===== config.mk =====
export PLATFORM = sky130hd
export DESIGN_NAME = nor_out_debounce_event
export DESIGN_NICKNAME = d
export VERILOG_FILES = /design/src/rtl/nor_out_debounce_event.sv
export SDC_FILE = /design/constraint.sdc
export NUM_CORES = 1
export LEC_CHECK = 0
export BUFFER_PORTS_ARGS = -buffer_cell sky130_fd_sc_hd__buf_2
export CAP_MARGIN = 40
export CORE_MARGIN = 10
export CORE_UTILIZATION = 50
export DETAILED_ROUTE_END_ITERATION = 7
export PLACE_DENSITY = 0.72
export SLEW_MARGIN = 20
export SYNTH_ARGS = -nofsm -noshare
export SYNTH_HDL_FRONTEND = slang
export SYNTH_SLANG_ARGS = --single-unit
export TNS_END_PERCENT = 50

===== constraint.sdc =====
create_clock -name CLK -period 2.4 [get_ports CLK]
set_clock_uncertainty 0.05 [all_clocks]
set_input_delay 0.24 -clock CLK [delete_from_list [all_inputs] [get_ports CLK]]
set_output_delay 0.24 -clock CLK [all_outputs]
set_load 0.1 [all_outputs]

===== src/rtl/nor_out_debounce_event.sv =====
// Synchronises and debounces a NOR gate output into a clean level with rise/fall pulses and queued edge events.
// Latency is SYNC_STAGES+STABLE_CYCLES edges from a stable Y to Q. A full FIFO with no pop drops the new event and sets sticky OVF.
module nor_out_debounce_event #(
    parameter int SYNC_STAGES   = 2,
    parameter int STABLE_CYCLES = 4,
    parameter int FIFO_DEPTH    = 4
) (
    input  logic CLK,
    input  logic RST_N,
    input  logic Y,
    output logic Q,
    output logic RISE,
    output logic FALL,
    output logic EV_VALID,
    output logic EV_DATA,
    input  logic EV_READY,
    output logic OVF
);

    localparam int CNT_W   = $clog2(STABLE_CYCLES) + 1;
    localparam int PTR_W   = $clog2(FIFO_DEPTH);
    localparam int LEVEL_W = PTR_W + 1;

    localparam logic [CNT_W-1:0]   CNT_LAST   = CNT_W'(STABLE_CYCLES - 1);
    localparam logic [LEVEL_W-1:0] LEVEL_FULL = LEVEL_W'(FIFO_DEPTH);

    logic [SYNC_STAGES-1:0] sync_q;
    logic                   s;
    logic [CNT_W-1:0]       cnt;
    logic                   toggle;

    logic [FIFO_DEPTH-1:0]  mem;
    logic [PTR_W-1:0]       wr_ptr;
    logic [PTR_W-1:0]       rd_ptr;
    logic [LEVEL_W-1:0]     level;
    logic                   empty;
    logic                   full;
    logic                   pop;
    logic                   push_ok;

    assign s      = sync_q[SYNC_STAGES-1];
    assign toggle = (s != Q) && (cnt == CNT_LAST);

    // Counter only runs while S disagrees with Q, so it never exceeds CNT_LAST.
    always_ff @(posedge CLK) begin
        if (!RST_N) begin
            sync_q <= '0;
            cnt    <= '0;
            Q      <= 1'b0;
            RISE   <= 1'b0;
            FALL   <= 1'b0;
        end else begin
            sync_q <= {sync_q[SYNC_STAGES-2:0], Y};
            RISE   <= toggle & s;
            FALL   <= toggle & ~s;
            if (s == Q) begin
                cnt <= '0;
            end else if (toggle) begin
                Q   <= s;
                cnt <= '0;
            end else begin
                cnt <= cnt + CNT_W'(1);
            end
        end
    end

    assign empty   = (level == '0);
    assign full    = (level == LEVEL_FULL);
    assign pop     = ~empty & EV_READY;
    // A pop on the same edge frees the slot the push lands in.
    assign push_ok = toggle & (~full | pop);

    always_ff @(posedge CLK) begin
        if (!RST_N) begin
            mem    <= '0;
            wr_ptr <= '0;
            rd_ptr <= '0;
            level  <= '0;
            OVF    <= 1'b0;
        end else begin
            if (push_ok) begin
                mem[wr_ptr] <= s;
                wr_ptr      <= wr_ptr + PTR_W'(1);
            end
            if (pop) begin
                rd_ptr <= rd_ptr + PTR_W'(1);
            end
            case ({push_ok, pop})
                2'b10:   level <= level + LEVEL_W'(1);
                2'b01:   level <= level - LEVEL_W'(1);
                default: level <= level;
            endcase
            if (toggle & full & ~pop) begin
                OVF <= 1'b1;
            end
        end
    end

    assign EV_VALID = ~empty;
    assign EV_DATA  = empty ? 1'b0 : mem[rd_ptr];

endmodule


==> metrics, run 1 <==
Setup Fix Bufs, Post-CTS=0; clk_lat worst skew=0.30 ns; Hold/Removal Path Class=input port to flip-flop; # nets final=125; crit path DAT=2.46 ns; Post-Syn Area per Cell=9.72 sq um; Yosys reg bits=20; unrepaired setup endpoints after global routing=false; # clock sinks=20; post-synth top area share=42.0%; Routed WL=1.65 mm; Crit path largest cell delay=0.37 ns; fin cells=137; hold path depth=2; Setup crit start kind=flip-flop; HPWL Detailed=1.27 mm; Final ANT Viol Nets=0; CTS root buf=clkbuf_4; Die Span Y=63.6 microns; Critical-path top delay cell=fa_1; vias in the first global route=677; Leakage=0.414 nW; initial core utilization=54.0%; fraction of registers with async set/reset=0%; area grow syn2layout=13.7%; IO Pins=10; Worst Reg-to-Reg Cells=10; Tot GR Track Use=9.19%; Cells after Synth=98; register area share after synthesis=42.0%; number of synthesized flops with an enable pin=0; CP Capture Type=flip-flop; mapped cell area=952 sq um; Setup CP Type=flip-flop to flip-flop; largest net degree at the start of global routing=14; post-route cell area=1080 sq um; fin. max-slew vios=0; Post-Route Setup TNS=0 ns; worst-path cell chain=ha_1 -> ha_1 -> nor3b_2 -> inv_1 -> ha_1 -> inv_1 -> fa_1 -> xor2_1 -> or3_1 -> a21oi_1; Synth Flop Type=dfxtp_1; Placement Cell Area=1040 sq um; row cnt=15; buffers added on ports=9; Num CTS Buffers=3; CTS H-tree depth=1; Clock transition at path regs=0.11 ns; syn_nets=110; crit path max fanout=3; crit share post-route=94.8%; Placer Congestion=0.859; CTS max path bufs=2; Slew @ Worst Pin=0.490 ns; Via density=4.85; dpl ws=0.112 ns; initial antenna violation count=0; global-route wire length before repair=2.99 mm; DR iter-0 viols=12; final count of hold timing violations=0; Core Region=1760 sq um; fraction of layout cells with a size suffix above 1=23.2%; Synth area leaders=dfxtp_1, ha_1, mux2i_1; final critical-path required period=2.28 ns; Crit path max-delay family=adder cells; top cell type by total area after synthesis=dfxtp_1; status=finished, final reports clean; DRT Pass-1 Iters=4; Final WS setup=0.124 ns; VDD IR max=0.360 mV; Tot Pwr=0.544 mW; WP buf/inv=2; relative slew slack=67.6%; # setup viols final=0; synth warn=0; Ant. Diodes=0; Max-Cap Viols=0; Cell variety after synth=24; CTS tree=built; Placed Instances=133; die area=4050 sq um; via count=664; pwr dens=503 nW/um^2; cell mode on critical path=ha_1; routed length per instance=12.1 microns; DRC viols=0; Remaining Overflow, GRT=0; CP required=2.59 ns; Worst path depth=10; f_max=439 MHz; die span in x=63.6 microns
[final cells by class]
cell class / instances / area, sq um
multi-input combinational: 65 / 503
tap: 25 / 31.3
sequential: 20 / 403
clock buffer: 4 / 36.3
inverter: 11 / 41.3
fill: 174 / 682
timing repair buffer: 12 / 67.6
[cells by family (layout without fill, tap and decap cells)]
logic type	count (synthesis)	after routing	synth area share [%]
AO/OA/AOI/OAI	6	6	3.81
flip-flops	20	20	42.0
multiplexers	8	8	9.72
adder cells (fa/ha/maj)	8	8	11.3
buffers and inverters	13	27	5.13
AND/OR/NAND/NOR	38	38	22.6
XOR/XNOR	5	5	5.39
[placed cells by master (no fill, tap or decap), types with 4 or more instances in the layout]
master,netlist,layout
nor2_1,6,6
mux2i_1,7,7
nor3_1,4,4
inv_1,11,11
nand2_1,14,14
xor2_1,4,4
buf_2,0,9
dfxtp_1,20,18
ha_1,7,7
[registers in the layout, indices dropped and copies added (netlist names), 2 cells and up]
name	flops
sync_q	2
rd_ptr	2
wr_ptr	2
level	3
mem	4
cnt	3
[power breakdown]
part | internal, mW | switching (mW)
sequential | 0.334 | 0.00156
clock | 0.0926 | 0.100
combinational | 0.00599 | 0.0102
[per-layer routing]
layer	track usage (%)	part of all wire [%]	vias to the layer above
met3	3.36	2.9	4
met2	14.1	49	5
met1	10.4	47	309
met5	0	0	-
met4	6.01	1.7	0
li1	-	-	346
[final timing paths]
kind / from / end / slack, ns
setup / recovery: cnt[0] / level[2] / 0.12
hold / removal: Y / sync_q[0] / 0.09
setup reg to reg: cnt[0] / level[2] / 0.12
hold reg to reg: cnt[0] / cnt[0] / 0.36
[synthesized netlist by cell type, types with 2 or more instances]
cell type  number
dfxtp_1        20
a21oi_1         3
or3_1           2
nor3_1          4
nor3b_1         2
nor2_2          3
xor2_1          4
clkbuf_1        2
and2_1          3
nand2_1        14
mux2i_1         7
inv_1          11
nor2_1          6
ha_1            7
[metrics by stage]
step	util (%)	hold WS, ns
2_1_floorplan	-	0.317
3_3_place_gp	59.2	0.365
3_5_place_dp	59.2	0.368
4_1_cts	61.3	0.0836
5_1_grt	61.3	0.0888
6_report	61.3	0.0878
[repair_timing]
item                                    CTS  global route
endpoints found under the hold margin     0             0
resized for setup                         0             1
endpoints found under the setup margin    0             1
hold buffers                              0             0
(Power assumes the default switching activity.)
==> run 2: changes to the inputs <==
--- a/config.mk
+++ b/config.mk
@@ -7,10 +7,13 @@
 export LEC_CHECK = 0
 export BUFFER_PORTS_ARGS = -buffer_cell sky130_fd_sc_hd__buf_2
 export CAP_MARGIN = 40
+export CELL_PAD_IN_SITES_DETAIL_PLACEMENT = 1
+export CELL_PAD_IN_SITES_GLOBAL_PLACEMENT = 1
+export CORE_ASPECT_RATIO = 1.5
 export CORE_MARGIN = 10
-export CORE_UTILIZATION = 50
+export CORE_UTILIZATION = 39
 export DETAILED_ROUTE_END_ITERATION = 7
-export PLACE_DENSITY = 0.72
+export PLACE_DENSITY_LB_ADDON = 0.1
 export SLEW_MARGIN = 20
 export SYNTH_ARGS = -nofsm -noshare
 export SYNTH_HDL_FRONTEND = slang
==> constraint.sdc (replaced) <==
create_clock -name CLK -period 2.4 [get_ports CLK]
set_clock_uncertainty 0.05 [all_clocks]
set_input_delay 0.12 -clock CLK [delete_from_list [all_inputs] [get_ports CLK]]
set_output_delay 0.12 -clock CLK [all_outputs]
set_load 0.1 [all_outputs]
==> run 2 against run 1 <==
Register-to-register slack worse by 0.02 ns; sequential share of layout area down 1.1 points; total power up 1.9%; critical endpoint unchanged.
==> metrics, run 2 (synthesis gave the netlist of run 1 again) <==
relative slew slack=66.9%; CTS tree=built; die span in x=60.3 microns; via count=697; Placed Instances=133; Die Span Y=80.5 microns; crit path DAT=2.49 ns; clk_lat worst skew=0.30 ns; IO Pins=10; routed length per instance=14.6 microns; pwr dens=498 nW/um^2; post-route cell area=1110 sq um; DRT Pass-1 Iters=2; Leakage=0.433 nW; buffers added on ports=9; initial antenna violation count=0; Placer Congestion=0.778; Slew @ Worst Pin=0.501 ns; Worst Reg-to-Reg Cells=10; fin. max-slew vios=0; final count of hold timing violations=0; Ant. Diodes=0; Hold/Removal Path Class=input port to flip-flop; Critical R2R Capture=level[2]; most common cell after layout, fill and taps aside=dfxtp_1; Placement Cell Area=1060 sq um; Remaining Overflow, GRT=0; global-route wire length before repair=3.48 mm; CP Launch Point=cnt[0]; max FFs per register=4; Biggest register=mem; r2r startpoint=cnt[0]; dpl ws=0.125 ns; Via density=5.01; die area=4860 sq um; fraction of layout cells with a size suffix above 1=25.9%; DR iter-0 viols=11; crit share post-route=95.6%; R2R Setup Slk=0.11 ns; HP Start=RST_N; DRC viols=0; CP Capture Type=flip-flop; VDD IR max=0.341 mV; vias in the first global route=708; fin cells=139; largest net degree at the start of global routing=14; CTS H-tree depth=1; HPWL Detailed=1.50 mm; Clock transition at path regs=0.12 ns; Final ANT Viol Nets=0; hold path depth=3; largest registers=mem (4), cnt (3), level (3); Final WS setup=0.107 ns; Num CTS Buffers=3; most frequent cells in the layout=dfxtp_1, nand2_1, inv_1; status=finished, final reports clean; Hold Path End=mem[1]; final critical-path required period=2.29 ns; f_max=436 MHz; Core Region=2290 sq um; CTS max path bufs=2; Routed WL=2.03 mm; initial core utilization=41.7%; Setup CP Type=flip-flop to flip-flop; # clock sinks=20; Setup crit start kind=flip-flop; Max-Cap Viols=0; crit path max fanout=3; Filler Cell Count=275; Tot GR Track Use=9.37%; area grow syn2layout=17.1%; # setup viols final=0; CP required=2.59 ns; CTS root buf=clkbuf_4; row cnt=21; # nets final=129
[run 2: worst max path at each step]
stage / endpoint / slack (ns) / cells past startpoint
2_1_floorplan: level[2] / 0.05 / 11
3_3_place_gp: level[2] / 0.19 / 10
3_5_place_dp: level[2] / 0.13 / 10
4_1_cts: level[2] / 0.09 / 10
5_1_grt: level[2] / -0.03 / 9
6_report: level[2] / 0.11 / 10
[run 2: through the flow]
step | hold WS, ns | total power, mW | utilization [%] | TNS, ns
after detailed placement | 0.281 | 0.360 | 46.3 | 0
after global placement | 0.280 | 0.360 | 46.3 | 0
final | 0.123 | 0.555 | 48.8 | 0
after global routing | 0.100 | 0.591 | 48.8 | -0.0267
after floorplan | 0.197 | 0.352 | - | 0
after CTS | 0.109 | 0.566 | 48.3 | 0
[run 2: per-layer routing]
| metal | share of wire [%] | GRT usage (%) |
|---|---|---|
| met5 | 0 | 0 |
| met2 | 54 | 14.3 |
| met1 | 43 | 11.9 |
| met4 | 0.69 | 4.73 |
| met3 | 2.6 | 2.05 |
[run 2: area by class of cell]
| cell class | count | area [sq um] | share of cell area [%] |
|---|---|---|---|
| inverter | 11 | 41.3 | 3.70 |
| tap | 23 | 28.8 | 2.58 |
| timing repair buffer | 16 | 100 | 8.98 |
| sequential | 20 | 403 | 36.1 |
| multi-input combinational | 65 | 505 | 45.3 |
| clock buffer | 4 | 36.3 | 3.25 |
[run 2: where the power goes]
part	internal, mW	switching (mW)	total, mW
sequential	0.334	0.00156	0.336
clock	0.0925	0.108	0.201
combinational	0.00756	0.0111	0.0187
[run 2: timing repair]
item,in CTS,in global routing
setup endpoints to repair,0,1
endpoints found under the hold margin,1,0
hold buffers,1,0
gates resized for setup,0,2
buffers inserted,0,1
[run 2: critical path, stage by stage, from the launching register on]
cell	delay [ns]
dfxtp_2	0.34
ha_1	0.19
ha_1	0.18
nor3b_2	0.18
inv_1	0.08
ha_2	0.18
inv_1	0.05
fa_1	0.37
xor2_1	0.16
or3_1	0.32
a21oi_1	0.14
